`config.mk`:
```
export PLATFORM = sky130hd
export DESIGN_NAME = npc_seq_flat
export DESIGN_NICKNAME = d
export VERILOG_FILES = /design/src/rtl/npc_seq_if.sv /design/src/rtl/npc_seq.sv /design/src/flat_wrapper.sv
export SDC_FILE = /design/constraint.sdc
export NUM_CORES = 1
export LEC_CHECK = 0
export BUFFER_PORTS_ARGS = -buffer_cell sky130_fd_sc_hd__buf_2
export CORE_MARGIN = 4
export CORE_UTILIZATION = 35
export DETAILED_ROUTE_END_ITERATION = 12
export GPL_TIMING_DRIVEN = 0
export MAX_ROUTING_LAYER = met4
export SKIP_LAST_GASP = 1
export SYNTH_ARGS = -nofsm -noshare
export SYNTH_HDL_FRONTEND = slang
export SYNTH_SLANG_ARGS = --single-unit
```
`constraint.sdc`:
```
create_clock -name clk -period 4.75 [get_ports clk]
set_clock_uncertainty 0.1 [all_clocks]
set_input_delay 0.95 -clock clk [delete_from_list [all_inputs] [get_ports clk]]
set_output_delay 0.95 -clock clk [all_outputs]
set_load 0.02 [all_outputs]
```
`src/rtl/npc_seq_if.sv`:
```
// Controller-side bundle for the multi-cycle next-PC sequencer: instruction and
// data memory handshakes, the next-PC datapath value, and the controller outputs.
interface npc_seq_if;
  logic [31:0] instr;
  logic        im_ready;
  logic        dm_ready;
  logic [1:0]  com;
  logic [31:0] npc_in;
  logic [31:0] pc;
  logic [2:0]  npc_sel;
  logic        pc_we;
  logic        ir_we;
  logic        rf_we;
  logic        dm_we;
  logic [2:0]  state;
  logic [31:0] retired;

  modport master (
    input  instr, im_ready, dm_ready, com, npc_in,
    output pc, npc_sel, pc_we, ir_we, rf_we, dm_we, state, retired
  );

  modport slave (
    output instr, im_ready, dm_ready, com, npc_in,
    input  pc, npc_sel, pc_we, ir_we, rf_we, dm_we, state, retired
  );
endinterface

```
`src/rtl/npc_seq.sv`:
```
// Multi-cycle MIPS-subset sequencer: owns the PC, the latched instruction word
// and the retired-instruction count, and issues single-cycle write enables.
//
// state  | meaning
// FETCH  | wait for im_ready, latch instr into ir_q
// DECODE | opcode/funct from ir_q settle, no enables
// EXEC   | branch/jump/skip retire here; lw/sw go to MEM; ALU ops go to WB
// MEM    | hold until dm_ready; sw retires here, lw continues to WB
// WB     | register-file write and PC advance
module npc_seq (
  input  logic       clk,
  input  logic       reset,
  npc_seq_if.master  bus
);

  typedef enum logic [2:0] {
    FETCH  = 3'd0,
    DECODE = 3'd1,
    EXEC   = 3'd2,
    MEM    = 3'd3,
    WB     = 3'd4
  } state_e;

  localparam logic [31:0] PC_RESET = 32'h0000_3000;

  localparam logic [5:0] OP_RTYPE = 6'b000000;
  localparam logic [5:0] OP_BEQ   = 6'b000100;
  localparam logic [5:0] OP_J     = 6'b000010;
  localparam logic [5:0] OP_JAL   = 6'b000011;
  localparam logic [5:0] OP_LW    = 6'b100011;
  localparam logic [5:0] OP_SW    = 6'b101011;
  localparam logic [5:0] OP_ORI   = 6'b001101;
  localparam logic [5:0] OP_LUI   = 6'b001111;
  localparam logic [5:0] FN_JR    = 6'b001000;
  localparam logic [5:0] FN_ADDU  = 6'b100001;
  localparam logic [5:0] FN_SUBU  = 6'b100011;

  localparam logic [2:0] SEL_PC4    = 3'b000;
  localparam logic [2:0] SEL_BRANCH = 3'b001;
  localparam logic [2:0] SEL_JUMP   = 3'b010;
  localparam logic [2:0] SEL_REG    = 3'b011;

  state_e      state_q, state_d;
  logic [31:0] ir_q, ir_d;
  logic [31:0] pc_q, pc_d;
  logic [31:0] retired_q, retired_d;

  logic [5:0] op, funct;
  logic       is_beq, is_jump, is_jal, is_jr, is_mem, is_sw, is_alu;

  logic [2:0] npc_sel_c;
  logic       pc_we_c, ir_we_c, rf_we_c, dm_we_c;

  assign op    = ir_q[31:26];
  assign funct = ir_q[5:0];

  assign is_beq  = (op == OP_BEQ);
  assign is_jal  = (op == OP_JAL);
  assign is_jump = (op == OP_J) || is_jal;
  assign is_jr   = (op == OP_RTYPE) && (funct == FN_JR);
  assign is_sw   = (op == OP_SW);
  assign is_mem  = (op == OP_LW) || is_sw;
  // An all-zero word is a nop routed through WB; other funct=0 R-types are skipped.
  assign is_alu  = ((op == OP_RTYPE) && ((funct == FN_ADDU) || (funct == FN_SUBU)))
                || (op == OP_ORI) || (op == OP_LUI) || (ir_q == 32'h0);

  always_comb begin
    state_d   = FETCH;
    npc_sel_c = SEL_PC4;
    pc_we_c   = 1'b0;
    ir_we_c   = 1'b0;
    rf_we_c   = 1'b0;
    dm_we_c   = 1'b0;
    case (state_q)
      FETCH: begin
        ir_we_c = bus.im_ready;
        state_d = bus.im_ready ? DECODE : FETCH;
      end
      DECODE: state_d = EXEC;
      EXEC: begin
        if (is_beq) begin
          npc_sel_c = SEL_BRANCH;
          pc_we_c   = 1'b1;
        end else if (is_jump) begin
          npc_sel_c = SEL_JUMP;
          pc_we_c   = 1'b1;
          rf_we_c   = is_jal;
        end else if (is_jr) begin
          npc_sel_c = SEL_REG;
          pc_we_c   = 1'b1;
        end else if (is_mem) begin
          state_d = MEM;
        end else if (is_alu) begin
          state_d = WB;
        end else begin
          pc_we_c = 1'b1;
        end
      end
      MEM: begin
        if (!bus.dm_ready) begin
          state_d = MEM;
        end else if (is_sw) begin
          dm_we_c = 1'b1;
          pc_we_c = 1'b1;
        end else begin
          state_d = WB;
        end
      end
      WB: begin
        rf_we_c = 1'b1;
        pc_we_c = 1'b1;
      end
      default: state_d = FETCH;
    endcase
  end

  // Reset masks every enable so an abandoned instruction never writes or retires.
  assign bus.npc_sel = reset ? SEL_PC4 : npc_sel_c;
  assign bus.pc_we   = pc_we_c & ~reset;
  assign bus.ir_we   = ir_we_c & ~reset;
  assign bus.rf_we   = rf_we_c & ~reset;
  assign bus.dm_we   = dm_we_c & ~reset;

  assign ir_d      = bus.ir_we ? bus.instr : ir_q;
  assign pc_d      = bus.pc_we ? bus.npc_in : pc_q;
  assign retired_d = bus.pc_we ? retired_q + 32'd1 : retired_q;

  always_ff @(posedge clk) begin
    if (reset) begin
      state_q   <= FETCH;
      ir_q      <= 32'h0;
      pc_q      <= PC_RESET;
      retired_q <= 32'h0;
    end else begin
      state_q   <= state_d;
      ir_q      <= ir_d;
      pc_q      <= pc_d;
      retired_q <= retired_d;
    end
  end

  assign bus.pc      = pc_q;
  assign bus.state   = state_q;
  assign bus.retired = retired_q;

endmodule

```
`src/flat_wrapper.sv`:
```
// flat-port wrapper written by rule: the top's interface ports become plain ports
module npc_seq_flat 
  (clk, reset, bus_instr, bus_im_ready, bus_dm_ready, bus_com, bus_npc_in, bus_pc, bus_npc_sel, bus_pc_we, bus_ir_we, bus_rf_we, bus_dm_we, bus_state, bus_retired);
  npc_seq_if bus_i ();
  input  logic clk;
  input  logic reset;
  input wire logic [$bits(bus_i.instr)-1:0] bus_instr;
  input wire logic [$bits(bus_i.im_ready)-1:0] bus_im_ready;
  input wire logic [$bits(bus_i.dm_ready)-1:0] bus_dm_ready;
  input wire logic [$bits(bus_i.com)-1:0] bus_com;
  input wire logic [$bits(bus_i.npc_in)-1:0] bus_npc_in;
  output wire logic [$bits(bus_i.pc)-1:0] bus_pc;
  output wire logic [$bits(bus_i.npc_sel)-1:0] bus_npc_sel;
  output wire logic [$bits(bus_i.pc_we)-1:0] bus_pc_we;
  output wire logic [$bits(bus_i.ir_we)-1:0] bus_ir_we;
  output wire logic [$bits(bus_i.rf_we)-1:0] bus_rf_we;
  output wire logic [$bits(bus_i.dm_we)-1:0] bus_dm_we;
  output wire logic [$bits(bus_i.state)-1:0] bus_state;
  output wire logic [$bits(bus_i.retired)-1:0] bus_retired;
  assign bus_i.instr = bus_instr;
  assign bus_i.im_ready = bus_im_ready;
  assign bus_i.dm_ready = bus_dm_ready;
  assign bus_i.com = bus_com;
  assign bus_i.npc_in = bus_npc_in;
  assign bus_pc = bus_i.pc;
  assign bus_npc_sel = bus_i.npc_sel;
  assign bus_pc_we = bus_i.pc_we;
  assign bus_ir_we = bus_i.ir_we;
  assign bus_rf_we = bus_i.rf_we;
  assign bus_dm_we = bus_i.dm_we;
  assign bus_state = bus_i.state;
  assign bus_retired = bus_i.retired;
  npc_seq u_core (.clk(clk), .reset(reset), .bus(bus_i));
endmodule
```
Word level (Yosys, flattened, before mapping)
Cells that the tools add are included.

cells by class
  mux-type cells = 27
  add/sub/neg operators = 1
  equal/unequal tests = 14
  bitwise operators = 5
  reduce and logical (&&, ||, !) cells = 11

operators with widths
  operator                                                          number
  3-bit 2-to-1 mux                                                  11
  32-bit by 1-bit adder with 32-bit output (second input constant)  1
  32-bit zero test                                                  1
  6-bit == test (second input constant)                             4
  6-bit by 4-bit == test with 1-bit output (second input constant)  3
  6-bit by 2-bit == test with 1-bit output (second input constant)  2
  1-bit 2-to-1 mux                                                  12
  3-bit case mux with 4 select lines                                1
  3-bit by 2-bit == test with 1-bit output (second input constant)  2
  6-bit by 3-bit == test with 1-bit output (second input constant)  1
  6-bit zero test                                                   1
  1-bit logical OR                                                  6
  1-bit bitwise AND                                                 4
  3-bit by 1-bit == test with 1-bit output (second input constant)  1
  3-bit == test (second input constant)                             1
  3-bit zero test                                                   1
  1-bit case mux with 3 select lines                                1
  1-bit logical AND                                                 2
  2-bit 2-to-1 mux                                                  1
  1-bit case mux with 2 select lines                                1
  1-bit inverter                                                    1

storage, ports and cells
  register bits = 99
  word-level logic and storage cells = 62
  output and inout port bits = 74
  bits of input ports = 70

Logic depth before layout (Yosys ltp)
Gate-level depths: netlist (run 1).

  word-level depth = 13
  mapped depth = 9
  depth with buffers taken out = 6

Worst setup path after synthesis (run 1)
OpenSTA, ideal clock, no wires.

  path type = input to output
  start point = in bus_dm_ready
  end point = out bus_pc_we
  stages = 7
  setup slack = 1.287 ns
  data required time = 3.700 ns
  path buffers = 3
  arrival = 2.413 ns
  cells stage by stage = nand3_1 or3_4 and3_4 buf_6 buf_2 buf_1 a21oi_1

between the ends
  word-level cells in the longest chain between the ends = 3

RTL lines
  item                                line                source
  start, declared                     flat_wrapper.sv:9   input wire logic [$bits(bus_i.dm_ready)-1:0] bus_dm_ready;
  1-bit 2-to-1 mux                    npc_seq.sv:100      if (!bus.dm_ready) begin
  1-bit case mux with 3 select lines  npc_seq.sv:74       case (state_q)
  1-bit bitwise AND                   npc_seq.sv:119      assign bus.pc_we = pc_we_c & ~reset;
  end, declared                       flat_wrapper.sv:14  output wire logic [$bits(bus_i.pc_we)-1:0] bus_pc_we;

No other way between the ends.

Final worst setup path (run 1)
  start point = reg u_core.ir_q[26]
  end point = out bus_pc_we

between the ends
  word-level cells in the longest chain between the ends = 12
  elaborated cells on any way between the ends = 25
  classes of those cells = eq/ne: 7; mux: 8; bitwise: 1; reduce/logical: 9

RTL lines
  item                                    line                          source
  start, declared                         npc_seq.sv:44                 logic [31:0] ir_q, ir_d;
  start signal, assigned                  npc_seq.sv:136                ir_q <= ir_d;
  6-bit zero test                         npc_seq.sv:60, npc_seq.sv:64
  1-bit logical AND                       npc_seq.sv:64                 assign is_alu = ((op == OP_RTYPE) && ((funct == FN_ADDU) || (funct == FN_SUBU)))
  1-bit logical OR (3 in a row)           npc_seq.sv:65                 || (op == OP_ORI) || (op == OP_LUI) || (ir_q == 32'h0);
  1-bit 2-to-1 mux                        npc_seq.sv:93                 end else if (is_alu) begin
  1-bit 2-to-1 mux                        npc_seq.sv:91                 end else if (is_mem) begin
  1-bit 2-to-1 mux                        npc_seq.sv:88                 end else if (is_jr) begin
  1-bit 2-to-1 mux                        npc_seq.sv:84                 end else if (is_jump) begin
  1-bit 2-to-1 mux                        npc_seq.sv:81                 if (is_beq) begin
  1-bit case mux with 3 select lines (*)  npc_seq.sv:74
  1-bit bitwise AND (*)                   npc_seq.sv:119

Every way passes the cells marked *; elsewhere a longest branch is shown, timed or not.

==> results of run 1 <==
## worst paths after layout
| path | from | end | slack [ns] | cells after the start |
|---|---|---|---|---|
| worst max register to register | u_core.bus.retired[2]$_SDFFE_PP0P_ | u_core.bus.retired[29]$_SDFFE_PP0P_ | 2.01 | 8 |
| worst min-delay path | u_core.bus.pc[10]$_SDFFE_PP0P_ | u_core.bus.pc[10]$_SDFFE_PP0P_ | 0.36 | 2 |
| worst max-delay path | u_core.ir_q[26]$_SDFFE_PP0P_ | bus_pc_we | 1.03 | 9 |
| worst min register to register | u_core.bus.pc[10]$_SDFFE_PP0P_ | u_core.bus.pc[10]$_SDFFE_PP0P_ | 0.36 | 2 |
## per-stage QoR
step	util (%)	worst slack, ns
5_1_grt	44.7	0.873
3_3_place_gp	42.5	1.09
2_1_floorplan	-	1.29
6_report	44.7	1.03
4_1_cts	44.7	1.00
3_5_place_dp	42.5	1.05
## per-layer routing
| metal | GRT usage [%] | vias to the layer above | wire length (um) |
|---|---|---|---|
| met1 | 22.3 | 2206 | 6070 |
| met5 | - | - | 0 |
| met4 | 7.47 | 0 | 293 |
| li1 | - | 2301 | - |
| met3 | 5.00 | 31 | 1130 |
| met2 | 29.7 | 160 | 6700 |
## cell usage after synthesis (8+ instances only)
cell type                  count  share of area, %
sky130_fd_sc_hd__nand2_1      78               6.2
sky130_fd_sc_hd__mux2_1        8               1.9
sky130_fd_sc_hd__nor2_1       43               3.4
sky130_fd_sc_hd__o21ai_0      35               3.7
sky130_fd_sc_hd__nand3_1      44               4.7
sky130_fd_sc_hd__dfxtp_1      99                42
sky130_fd_sc_hd__and3_1       16               2.1
sky130_fd_sc_hd__clkbuf_1     30               2.4
sky130_fd_sc_hd__nor2b_1      32               4.3
sky130_fd_sc_hd__mux2_2       22               5.3
sky130_fd_sc_hd__nand4_1      12               1.6
sky130_fd_sc_hd__a21oi_1      47               5.0
sky130_fd_sc_hd__nand3b_1     32               5.1
## state kept, by name (all words and copies together), names as in the netlist
name,cells
u_core.bus.pc,32
u_core.bus.state,3
u_core.bus.retired,32
u_core.ir_q,32
## logic make-up after synthesis
logic type,Yosys count
buf+inv,48
compound gates,104
flops,99
other cells,1
simple gates,289
mux,30
fa+ha+maj,1
## power by group through the flow
stage          logic (mW)  clock network (mW)  registers [mW]
3_5_place_dp        0.224                   0           0.917
6_report            0.222               0.731           0.898
2_1_floorplan       0.118                   0           0.932
4_1_cts             0.225               0.752           0.898
5_1_grt             0.249               0.784           0.902
3_3_place_gp        0.219                   0           0.914
## layout by cell type, fill, tap and decap left out, types with 7 or more instances in the layout
master	count
sky130_fd_sc_hd__nand3b_1	32
sky130_fd_sc_hd__dfxtp_1	99
sky130_fd_sc_hd__buf_4	7
sky130_fd_sc_hd__and3_1	16
sky130_fd_sc_hd__nand2_1	78
sky130_fd_sc_hd__nor3_1	7
sky130_fd_sc_hd__o21ai_0	35
sky130_fd_sc_hd__nand4_1	12
sky130_fd_sc_hd__clkbuf_1	31
sky130_fd_sc_hd__buf_2	143
sky130_fd_sc_hd__mux2_1	8
sky130_fd_sc_hd__mux2_2	22
sky130_fd_sc_hd__nor2b_1	32
sky130_fd_sc_hd__clkbuf_16	9
sky130_fd_sc_hd__nor4_1	7
sky130_fd_sc_hd__nand3_1	44
sky130_fd_sc_hd__nor2_1	43
sky130_fd_sc_hd__a21oi_1	47
## critical path: stages (launching register included)
cell	delay [ns]
sky130_fd_sc_hd__dfxtp_1	0.44
sky130_fd_sc_hd__and3b_2	0.26
sky130_fd_sc_hd__nand3b_4	0.10
sky130_fd_sc_hd__or3_4	0.39
sky130_fd_sc_hd__and3_4	0.18
sky130_fd_sc_hd__buf_6	0.13
sky130_fd_sc_hd__buf_2	0.18
sky130_fd_sc_hd__buf_1	0.25
sky130_fd_sc_hd__a21oi_1	0.21
sky130_fd_sc_hd__buf_2	0.18
## cell type report
cell class | instances | area, um^2 | share of cell area, %
Multi-Input combinational cell | 425 | 2490 | 42.3
Sequential cell | 99 | 1980 | 33.6
Timing Repair Buffer | 139 | 696 | 11.8
Clock buffer | 10 | 229 | 3.88
Tap cell | 176 | 220 | 3.73
Buffer | 46 | 211 | 3.58
Clock inverter | 5 | 62.6 | 1.06
Inverter | 2 | 7.51 | 0.127
==> load_flow_metrics.sql, run 1 <==
INSERT INTO impl_metrics (metric_group, metric, value, unit) VALUES
('floorplanning', 'number_of_top_level_pins', '144', ''),
('critical_path', 'timing_worst_setup_path_type', 'flip-flop to output port', ''),
('timing', 'setup_tns', '0', 'ns'),
('synth', 'synth_flop_cell', 'sky130_fd_sc_hd__dfxtp_1', ''),
('global_route', 'globalRouteOverflowTotal', '0', ''),
('floorplanning', 'fp.dieArea', '15300', 'um^2'),
('drt', 'drt-wirelength-per-cell', '15.7', 'um'),
('drt', 'vias_per_cell', '5.21', ''),
('synth', 'dominant_combinational_cell_family_by_area_after_synthesis', 'simple AND/OR/NAND/NOR gates', ''),
('synth', 'post_synthesis_share_of_cell_area_spent_on_full_adders_half_adders_and_majority_gates', '0.267', '%'),
('drt', 'wirelength', '14200', 'um'),
('clocking', 'cts.reportedPaths.clkPinSlew', '0.07', 'ns'),
('synth', 'synth_xor_xnor_area_share', '0', '%'),
('pwr', 'power_leakage', '2.66', 'nW'),
('cells_and_area', 'fraction_of_final_layout_cells_sized_beyond_drive_strength_1', '26.7', '%'),
('pwr', 'switching_share', '26.2', '%'),
('drt', 'drt_pre_antenna_iters', '5', ''),
('pwr', 'power.density_cell_area', '314', 'nW/um^2'),
('floorplanning', 'die-height', '124', 'um'),
('pwr', 'cell_internal_pwr', '1.37', 'mW'),
('outcome', 'outcome', 'finished, final reports clean', ''),
('clocking', 'htreeDepth', '3', ''),
('cells_and_area', 'postLayoutCellArea', '5900', 'um^2'),
('timing', 'timing.final.crit_share', '78.4', '%'),
('placed_design', 'port_buffers', '139', ''),
('clocking', 'cts_root_buf', 'sky130_fd_sc_hd__clkbuf_16', ''),
('clocking', 'cts_inserted_buffers', '9', ''),
('timing', 'final-hold-violation-count', '0', ''),
('placed_design', 'place.detailed.instances', '887', ''),
('pwr', 'sequentialPowerShare', '48.5', '%'),
('timing', 'layout_min_cycle_time', '3.72', 'ns'),
('timing', 'maxSlewViolCount', '0', ''),
('placed_design', 'place_area', '5610', 'um^2'),
('synth', 'synth.yosys.seq_area_share', '42.2', '%'),
('timing', 'timing.final.setup_violations', '0', ''),
('critical_path', 'maximum_fanout_along_the_worst_path', '10', ''),
('cells_and_area', 'final-instance-count-excl-fill', '902', ''),
('synth', 'post_synth_and_or_nand_nor_area_fraction', '32.7', '%'),
('drt', 'detail_route.drc_violations', '0', ''),
('synth', 'ys_seq_elements', '99', ''),
('clocking', 'cts_tree', 'done', ''),
('synth', 'synthesis.area_per_instance', '8.21', 'um^2'),
('floorplanning', 'placement_rows', '42', ''),
('synth', 'yosys-mux-area-fraction', '7.20', '%'),
('critical_path', 'startpoint_type', 'flip-flop', ''),
('global_route', 'grt_antenna_before_repair', '0', ''),
('critical_path', 'cp.required', '3.70', 'ns'),
('clocking', 'clock_sink_count', '99', ''),
('drt', 'drt-initial-drc-count', '257', ''),
('drt', 'detail-route-antenna-nets', '0', ''),
('timing', 'maxSlewHeadroom', '39.8', '%'),
('flow_run', 'maxCapViolCount', '0', ''),
('synth', 'synthesis.nets', '643', ''),
('placed_design', 'place_congestion', '0.908', ''),
('cells_and_area', 'area_delta_synth_final', '25.7', '%'),
('timing', 'max_clock_freq', '269', 'MHz'),
('global_route', 'largest_net_degree_at_the_start_of_global_routing', '17', ''),
('clocking', 'postCtsResizedCells', '0', ''),
('pwr', 'fraction_of_power_consumed_by_combinational_cells', '12.0', '%'),
('clocking', 'cts.repair_timing.setup_buffer_count', '0', ''),
('pwr', 'power.net_switching', '486', 'uW'),
('pwr', 'clock_power_share', '39.5', '%'),
('cells_and_area', 'finish.net_count', '793', ''),
('synth', 'yosys.cell_types.count', '46', ''),
('pwr', 'report.power.total', '1.85', 'mW'),
('clocking', 'clock_latency', '0.35', 'ns'),
('synth', 'synthArstFlopShare', '0', '%'),
('pwr', 'vdd_drop_max', '0.000153', 'V'),
('floorplanning', 'core_area', '13200', 'um^2'),
('critical_path', 'timing.critical_path.arrival', '2.67', 'ns'),
('drt', 'dr_total_vias', '4698', '');
Power figures use the tool's default switching activity.
==> run 2: changes to the inputs <==
==> constraint.sdc (replaced) <==
create_clock -name clk -period 3.2 [get_ports clk]
set_clock_uncertainty 0.1 [all_clocks]
set_input_delay 0.64 -clock clk [delete_from_list [all_inputs] [get_ports clk]]
set_output_delay 0.64 -clock clk [all_outputs]
set_load 0.02 [all_outputs]
==> run 2 against run 1 <==
Effect of this change:
- sequential power up 48%
- first-iteration DRC count down 9.3%
- power up 48%
- clock-buffer cell count unchanged
- wire length down 0.67%
- core utilization down 0.057 points
- clock power up 48%
- non-clock buffer count down 3
- hold slack about the same
- largest cell class unchanged
- largest power group unchanged
==> load_flow_metrics.sql, run 2 (same netlist as run 1, synthesis figures left out) <==
INSERT INTO impl_metrics (metric_group, metric, value, unit) VALUES
('outcome', 'outcome', 'finished, final reports clean', ''),
('pwr', 'vdd_drop_max', '0.000228', 'V'),
('critical_path', 'cp_cell_sequence', 'or4_1 > nor2_2 > and4b_1 > or2_1 > buf_6 > a21oi_1 > buf_2', ''),
('global_route', 'grt_antenna_before_repair', '0', ''),
('clocking', 'cts_root_buf', 'sky130_fd_sc_hd__clkbuf_16', ''),
('cells_and_area', 'most_common_cell_after_layout_fill_and_taps_aside', 'sky130_fd_sc_hd__buf_2', ''),
('critical_path', 'startpoint_type', 'flip-flop', ''),
('floorplanning', 'die_w', '124', 'um'),
('critical_path', 'crit_slowest_cell', 'sky130_fd_sc_hd__or4_1', ''),
('cells_and_area', 'fraction_of_final_layout_cells_sized_beyond_drive_strength_1', '27.0', '%'),
('timing', 'timing.final.setup_violations', '0', ''),
('critical_path', 'cp.required', '2.46', 'ns'),
('critical_path', 'critical_path.max_stage_delay', '0.52', 'ns'),
('clocking', 'htreeDepth', '3', ''),
('timing', 'maxSlewHeadroom', '38.9', '%'),
('drt', 'vias_per_cell', '5.18', ''),
('critical_path', 'cp_num_buf_inv', '2', ''),
('timing', 'timing.final.crit_share', '92.6', '%'),
('drt', 'wirelength', '14100', 'um'),
('flow_run', 'maxCapViolCount', '0', ''),
('pwr', 'power.density_cell_area', '466', 'nW/um^2'),
('placed_design', 'place_congestion', '0.908', ''),
('drt', 'drt-initial-drc-count', '233', ''),
('timing', 'max_clock_freq', '337', 'MHz'),
('clocking', 'clock_sink_count', '99', ''),
('clocking', 'cts.reportedPaths.clkPinSlew', '0.07', 'ns'),
('clocking', 'cts_tree', 'done', ''),
('drt', 'dr_total_vias', '4661', ''),
('global_route', 'globalRouteOverflowTotal', '0', ''),
('floorplanning', 'core_area', '13200', 'um^2'),
('timing', 'layout_min_cycle_time', '2.96', 'ns'),
('timing', 'grt_setup_unrepaired', 'no', ''),
('critical_path', 'timing.critical_path.arrival', '2.22', 'ns'),
('global_route', 'largest_net_degree_at_the_start_of_global_routing', '20', ''),
('floorplanning', 'number_of_top_level_pins', '144', ''),
('timing', 'final-hold-violation-count', '0', ''),
('placed_design', 'place_area', '5610', 'um^2'),
('cells_and_area', 'area_delta_synth_final', '25.6', '%'),
('drt', 'drt_pre_antenna_iters', '4', ''),
('critical_path', 'cpLargestDelayFamily', 'simple AND/OR/NAND/NOR gates', ''),
('cells_and_area', 'layout_common_cells', 'sky130_fd_sc_hd__buf_2, sky130_fd_sc_hd__dfxtp_1, sky130_fd_sc_hd__nand2_1', ''),
('critical_path', 'maximum_fanout_along_the_worst_path', '25', ''),
('timing', 'pin_slew_with_the_least_headroom_to_its_limit', '0.914', 'ns'),
('floorplanning', 'die-height', '124', 'um'),
('drt', 'drt-wirelength-per-cell', '15.7', 'um'),
('critical_path', 'timing_worst_setup_path_type', 'flip-flop to output port', ''),
('drt', 'detail_route.drc_violations', '0', ''),
('global_route', 'grt_first_pass_wirelength', '21800', 'um'),
('cells_and_area', 'postLayoutCellArea', '5890', 'um^2'),
('placed_design', 'hpwl', '10600', 'um'),
('floorplanning', 'placement_rows', '42', ''),
('cells_and_area', 'layout.filler_cells', '1319', ''),
('clocking', 'cts_inserted_buffers', '9', ''),
('global_route', 'vias_in_the_first_global_route', '4358', ''),
('floorplanning', 'fp.dieArea', '15300', 'um^2'),
('cells_and_area', 'finish.net_count', '790', ''),
('clocking', 'clock_latency', '0.35', 'ns'),
('floorplanning', 'floorplan.initialDensity', '35.6', '%'),
('clocking', 'clock_tree.buffer_depth', '2', ''),
('critical_path', 'worstSetupEndpointType', 'output port', ''),
('min_path', 'hold_class', 'flip-flop to flip-flop', ''),
('timing', 'setup_tns', '0', 'ns'),
('timing', 'maxSlewViolCount', '0', ''),
('global_route', 'grt_util_all_layers', '18.6', '%'),
('placed_design', 'port_buffers', '139', ''),
('pwr', 'power_leakage', '2.66', 'nW'),
('drt', 'detail-route-antenna-nets', '0', ''),
('cells_and_area', 'antenna-diode-count', '0', '');
-- run 2: metrics by stage --
| step | total power, mW | utilization [%] | instances | worst slack [ns] | hold WS (ns) |
|---|---|---|---|---|---|
| floorplan | 1.56 | - | 572 | 0.303 | 0.344 |
| global placement | 1.68 | 42.5 | 887 | 0.158 | 0.345 |
| detailed placement | 1.69 | 42.5 | 887 | 0.124 | 0.355 |
| CTS | 2.78 | 44.8 | 901 | 0.00602 | 0.356 |
| global route | 2.87 | 44.7 | 899 | 0.0444 | 0.365 |
| finish | 2.75 | 44.7 | 899 | 0.235 | 0.362 |
-- run 2: worst paths after layout --
check                                startpoint                                   to  slack [ns]  cells past startpoint
min reg2reg      u_core.bus.pc[10]$_SDFFE_PP0P_       u_core.bus.pc[10]$_SDFFE_PP0P_        0.36                      2
min              u_core.bus.pc[10]$_SDFFE_PP0P_       u_core.bus.pc[10]$_SDFFE_PP0P_        0.36                      2
max reg2reg  u_core.bus.retired[2]$_SDFFE_PP0P_  u_core.bus.retired[29]$_SDFFE_PP0P_        0.48                      8
max                 u_core.ir_q[2]$_SDFFE_PP0P_                            bus_pc_we        0.24                      7
-- run 2: cell type report --
type / count / area [um^2] / share of cell area [%]
multi-input combinational: 425 / 2500 / 42.3
clock inverter: 5 / 62.6 / 1.06
tap: 176 / 220 / 3.74
clock buffer: 10 / 229 / 3.88
buffer: 42 / 191 / 3.25
timing repair buffer: 140 / 703 / 11.9
inverter: 2 / 7.51 / 0.127
sequential: 99 / 1980 / 33.7
-- run 2: where the power goes --
group          internal (mW)  switching (mW)
combinational          0.127           0.202
clock                  0.607           0.477
sequential              1.29          0.0429
total                   2.03           0.722
-- run 2: tightest hold or removal path: stages, from the launching register on --
cell,delay [ns]
sky130_fd_sc_hd__dfxtp_1,0.31
sky130_fd_sc_hd__nand3_1,0.06
sky130_fd_sc_hd__a21oi_1,0.05
-- run 2: routing by layer --
metal	vias up	wire, um	global-route usage (%)
met5	-	0	-
met4	0	322	7.40
met3	28	970	4.95
met2	133	6650	29.9
met1	2202	6150	22.2
li1	2298	-	-
-- run 2: what timing repair did --
item / CTS / global route
setup buffers: 1 / 0
resized for setup: 3 / 1
endpoints found under the setup margin: 1 / 1
pin swaps: 1 / 0
hold buffers: 0 / 0
==> run 3: changes to the inputs <==
--- a/config.mk
+++ b/config.mk
@@ -6,11 +6,14 @@
 export NUM_CORES = 1
 export LEC_CHECK = 0
 export BUFFER_PORTS_ARGS = -buffer_cell sky130_fd_sc_hd__buf_2
+export CELL_PAD_IN_SITES_DETAIL_PLACEMENT = 0
+export CELL_PAD_IN_SITES_GLOBAL_PLACEMENT = 1
 export CORE_MARGIN = 4
-export CORE_UTILIZATION = 35
+export CORE_UTILIZATION = 34
 export DETAILED_ROUTE_END_ITERATION = 12
 export GPL_TIMING_DRIVEN = 0
 export MAX_ROUTING_LAYER = met4
+export PLACE_DENSITY_LB_ADDON = 0.1
 export SKIP_LAST_GASP = 1
 export SYNTH_ARGS = -nofsm -noshare
 export SYNTH_HDL_FRONTEND = slang
==> run 3 against run 2 <==
Effect of this change:
- sequential power hardly changed
- power is 0.99% lower
- sequential share of layout area hardly changed
- sequential cell count stayed put
- hold slack improved by 0.0027 ns
- die area rose by 2.7%
- final cell count grew 0.33%
- clock power about the same
- first-iteration DRC count grew 4.3%
==> load_flow_metrics.sql, run 3 (same netlist as run 1, synthesis figures left out) <==
INSERT INTO impl_metrics (metric_group, metric, value, unit) VALUES
('outcome', 'outcome', 'finished, final reports clean', ''),
('placed_design', 'port_buffers', '139', ''),
('global_route', 'globalRouteOverflowTotal', '0', ''),
('floorplanning', 'core_area', '13400', 'um^2'),
('cells_and_area', 'most_common_cell_after_layout_fill_and_taps_aside', 'sky130_fd_sc_hd__buf_2', ''),
('drt', 'detail-route-antenna-nets', '0', ''),
('cells_and_area', 'layout.filler_cells', '1403', ''),
('timing', 'layout_min_cycle_time', '2.97', 'ns'),
('floorplanning', 'floorplan.initialDensity', '35.0', '%'),
('min_path', 'hold_class', 'flip-flop to flip-flop', ''),
('cells_and_area', 'finish.net_count', '789', ''),
('cells_and_area', 'area_of_the_multi_input_gates', '2500', 'um^2'),
('clocking', 'cts.repair_timing.setup_buffer_count', '0', ''),
('critical_path', 'maximum_fanout_along_the_worst_path', '10', ''),
('critical_path', 'cp_cell_sequence', 'clkbuf_1 > nor2_1 > nand3_1 > clkinv_1 > clkbuf_1 > buf_2', ''),
('timing', 'pin_slew_with_the_least_headroom_to_its_limit', '0.958', 'ns'),
('global_route', 'grt.busiest_layer', 'met2', ''),
('drt', 'detail_route.drc_violations', '0', ''),
('timing', 'final-hold-violation-count', '0', ''),
('placed_design', 'place_congestion', '0.795', ''),
('placed_design', 'place.detailed.instances', '887', ''),
('clocking', 'clock_sink_count', '99', ''),
('critical_path', 'crit_slowest_cell', 'sky130_fd_sc_hd__clkbuf_1', ''),
('drt', 'vias_per_cell', '5.07', ''),
('global_route', 'grt_util_met3', '4.01', '%'),
('floorplanning', 'die_w', '126', 'um'),
('global_route', 'grt_util_all_layers', '18.2', '%'),
('clocking', 'cts_tree', 'done', ''),
('cells_and_area', 'final-instance-count-excl-fill', '902', ''),
('cells_and_area', 'layout_common_cells', 'sky130_fd_sc_hd__buf_2, sky130_fd_sc_hd__dfxtp_1, sky130_fd_sc_hd__nand2_1', ''),
('critical_path', 'timing_worst_setup_path_type', 'primary input to output port', ''),
('drt', 'wirelength', '14100', 'um'),
('clocking', 'cts.reportedPaths.clkPinSlew', '0.06', 'ns'),
('clocking', 'htreeDepth', '3', ''),
('critical_path', 'critical-path-top-cell-by-count', 'sky130_fd_sc_hd__clkbuf_1', ''),
('critical_path', 'cpLargestDelayFamily', 'buffers and inverters', ''),
('critical_path', 'cp.required', '2.46', 'ns'),
('clocking', 'clock_tree.buffer_depth', '2', ''),
('drt', 'drt_pre_antenna_iters', '4', ''),
('drt', 'drt-initial-drc-count', '243', ''),
('timing', 'grt_setup_unrepaired', 'no', ''),
('floorplanning', 'fp.dieArea', '15800', 'um^2'),
('critical_path', 'critical_path.max_stage_delay', '0.35', 'ns'),
('pwr', 'power_leakage', '2.66', 'nW'),
('timing', 'max_clock_freq', '337', 'MHz'),
('clocking', 'clock_latency', '0.34', 'ns'),
('global_route', 'global_route.usage.met2', '30.5', '%'),
('clocking', 'cts_root_buf', 'sky130_fd_sc_hd__clkbuf_16', ''),
('timing', 'timing.final.crit_share', '92.7', '%'),
('pwr', 'power.density_cell_area', '462', 'nW/um^2'),
('flow_run', 'maxCapViolCount', '0', ''),
('floorplanning', 'placement_rows', '42', ''),
('timing', 'timing.final.setup_violations', '0', ''),
('global_route', 'largest_net_degree_at_the_start_of_global_routing', '20', ''),
('critical_path', 'startpoint_type', 'primary input', ''),
('timing', 'maxSlewHeadroom', '35.9', '%'),
('drt', 'dr_total_vias', '4576', ''),
('critical_path', 'worstSetupEndpointType', 'output port', ''),
('clocking', 'cts_inserted_buffers', '9', ''),
('cells_and_area', 'sequential_cell_area', '1980', 'um^2'),
('placed_design', 'hpwl', '10500', 'um'),
('floorplanning', 'number_of_top_level_pins', '144', ''),
('cells_and_area', 'fraction_of_final_layout_cells_sized_beyond_drive_strength_1', '27.0', '%'),
('global_route', 'grt_util_met1', '21.8', '%'),
('drt', 'drt-wirelength-per-cell', '15.6', 'um'),
('timing', 'maxSlewViolCount', '0', ''),
('global_route', 'grt_first_pass_wirelength', '23000', 'um'),
('pwr', 'vdd_drop_max', '0.000297', 'V'),
('critical_path', 'timing.critical_path.arrival', '2.23', 'ns'),
('cells_and_area', 'final_util', '44.0', '%'),
('timing', 'setup_tns', '0', 'ns'),
('global_route', 'vias_in_the_first_global_route', '4596', ''),
('critical_path', 'cp_num_buf_inv', '4', ''),
('cells_and_area', 'area_delta_synth_final', '25.6', '%'),
('floorplanning', 'die-height', '126', 'um'),
('global_route', 'grt_antenna_before_repair', '3', '');
[run 3: worst register-to-register path, cell delays in order (launching register included)]
cell and delay (ns):
sky130_fd_sc_hd__dfxtp_1 0.44, sky130_fd_sc_hd__and3_1 0.37, sky130_fd_sc_hd__and3_1 0.20, sky130_fd_sc_hd__clkbuf_1 0.36, sky130_fd_sc_hd__and2_1 0.19, sky130_fd_sc_hd__clkbuf_1 0.30
sky130_fd_sc_hd__nand4_1 0.17, sky130_fd_sc_hd__a21oi_1 0.19, sky130_fd_sc_hd__mux2_2 0.34
[run 3: routing by layer]
layer  vias to the layer above  share of wire [%]
li1                       2310                  -
met1                      2154                 45
met2                        95                 49
met3                        17                4.6
met4                         0                1.6
met5                         -                  0
[run 3: through the flow]
step / worst slack [ns] / hold slack, ns / power, mW / area (um^2)
floorplan: 0.303 / 0.344 / 1.56 / 4690
finish: 0.234 / 0.365 / 2.72 / 5890
detailed placement: 0.160 / 0.357 / 1.69 / 5610
CTS: 0.0378 / 0.365 / 2.76 / 5890
global placement: 0.157 / 0.346 / 1.69 / 5610
global route: 0.0459 / 0.375 / 2.85 / 5890
[run 3: power by group]
part	switching, mW	internal [mW]	leakage (nW)
combinational	0.202	0.127	1.71
sequential	0.0402	1.29	0.806
clock	0.469	0.592	0.142
total	0.711	2.01	2.66
[run 3: repair_timing]
action                     in CTS  in global routing
pin swaps                       1                  0
gates resized for setup         1                  3
hold buffers                    0                  0
hold endpoints to repair        0                  0
setup endpoints to repair       1                  1
[run 3: final timing paths]
path                                               to                               start  cells after the start  slack [ns]
setup / recovery                            bus_ir_we                               reset                      6        0.23
hold / removal          u_core.bus.pc[6]$_SDFFE_PP0P_       u_core.bus.pc[6]$_SDFFE_PP0P_                      2        0.36
setup reg to reg  u_core.bus.retired[29]$_SDFFE_PP0P_  u_core.bus.retired[2]$_SDFFE_PP0P_                      8        0.43
hold reg to reg         u_core.bus.pc[6]$_SDFFE_PP0P_       u_core.bus.pc[6]$_SDFFE_PP0P_                      2        0.36
[run 3: cell type report]
cell class                      instances  area share, %
Tap cell                              176           3.74
Antenna cell                            3          0.127
Clock inverter                          3          0.361
Timing Repair Buffer                  139           11.8
Clock buffer                           13           4.59
Buffer                                 42           3.25
Multi-Input combinational cell        425           42.4
Inverter                                2          0.127
Sequential cell                        99           33.6
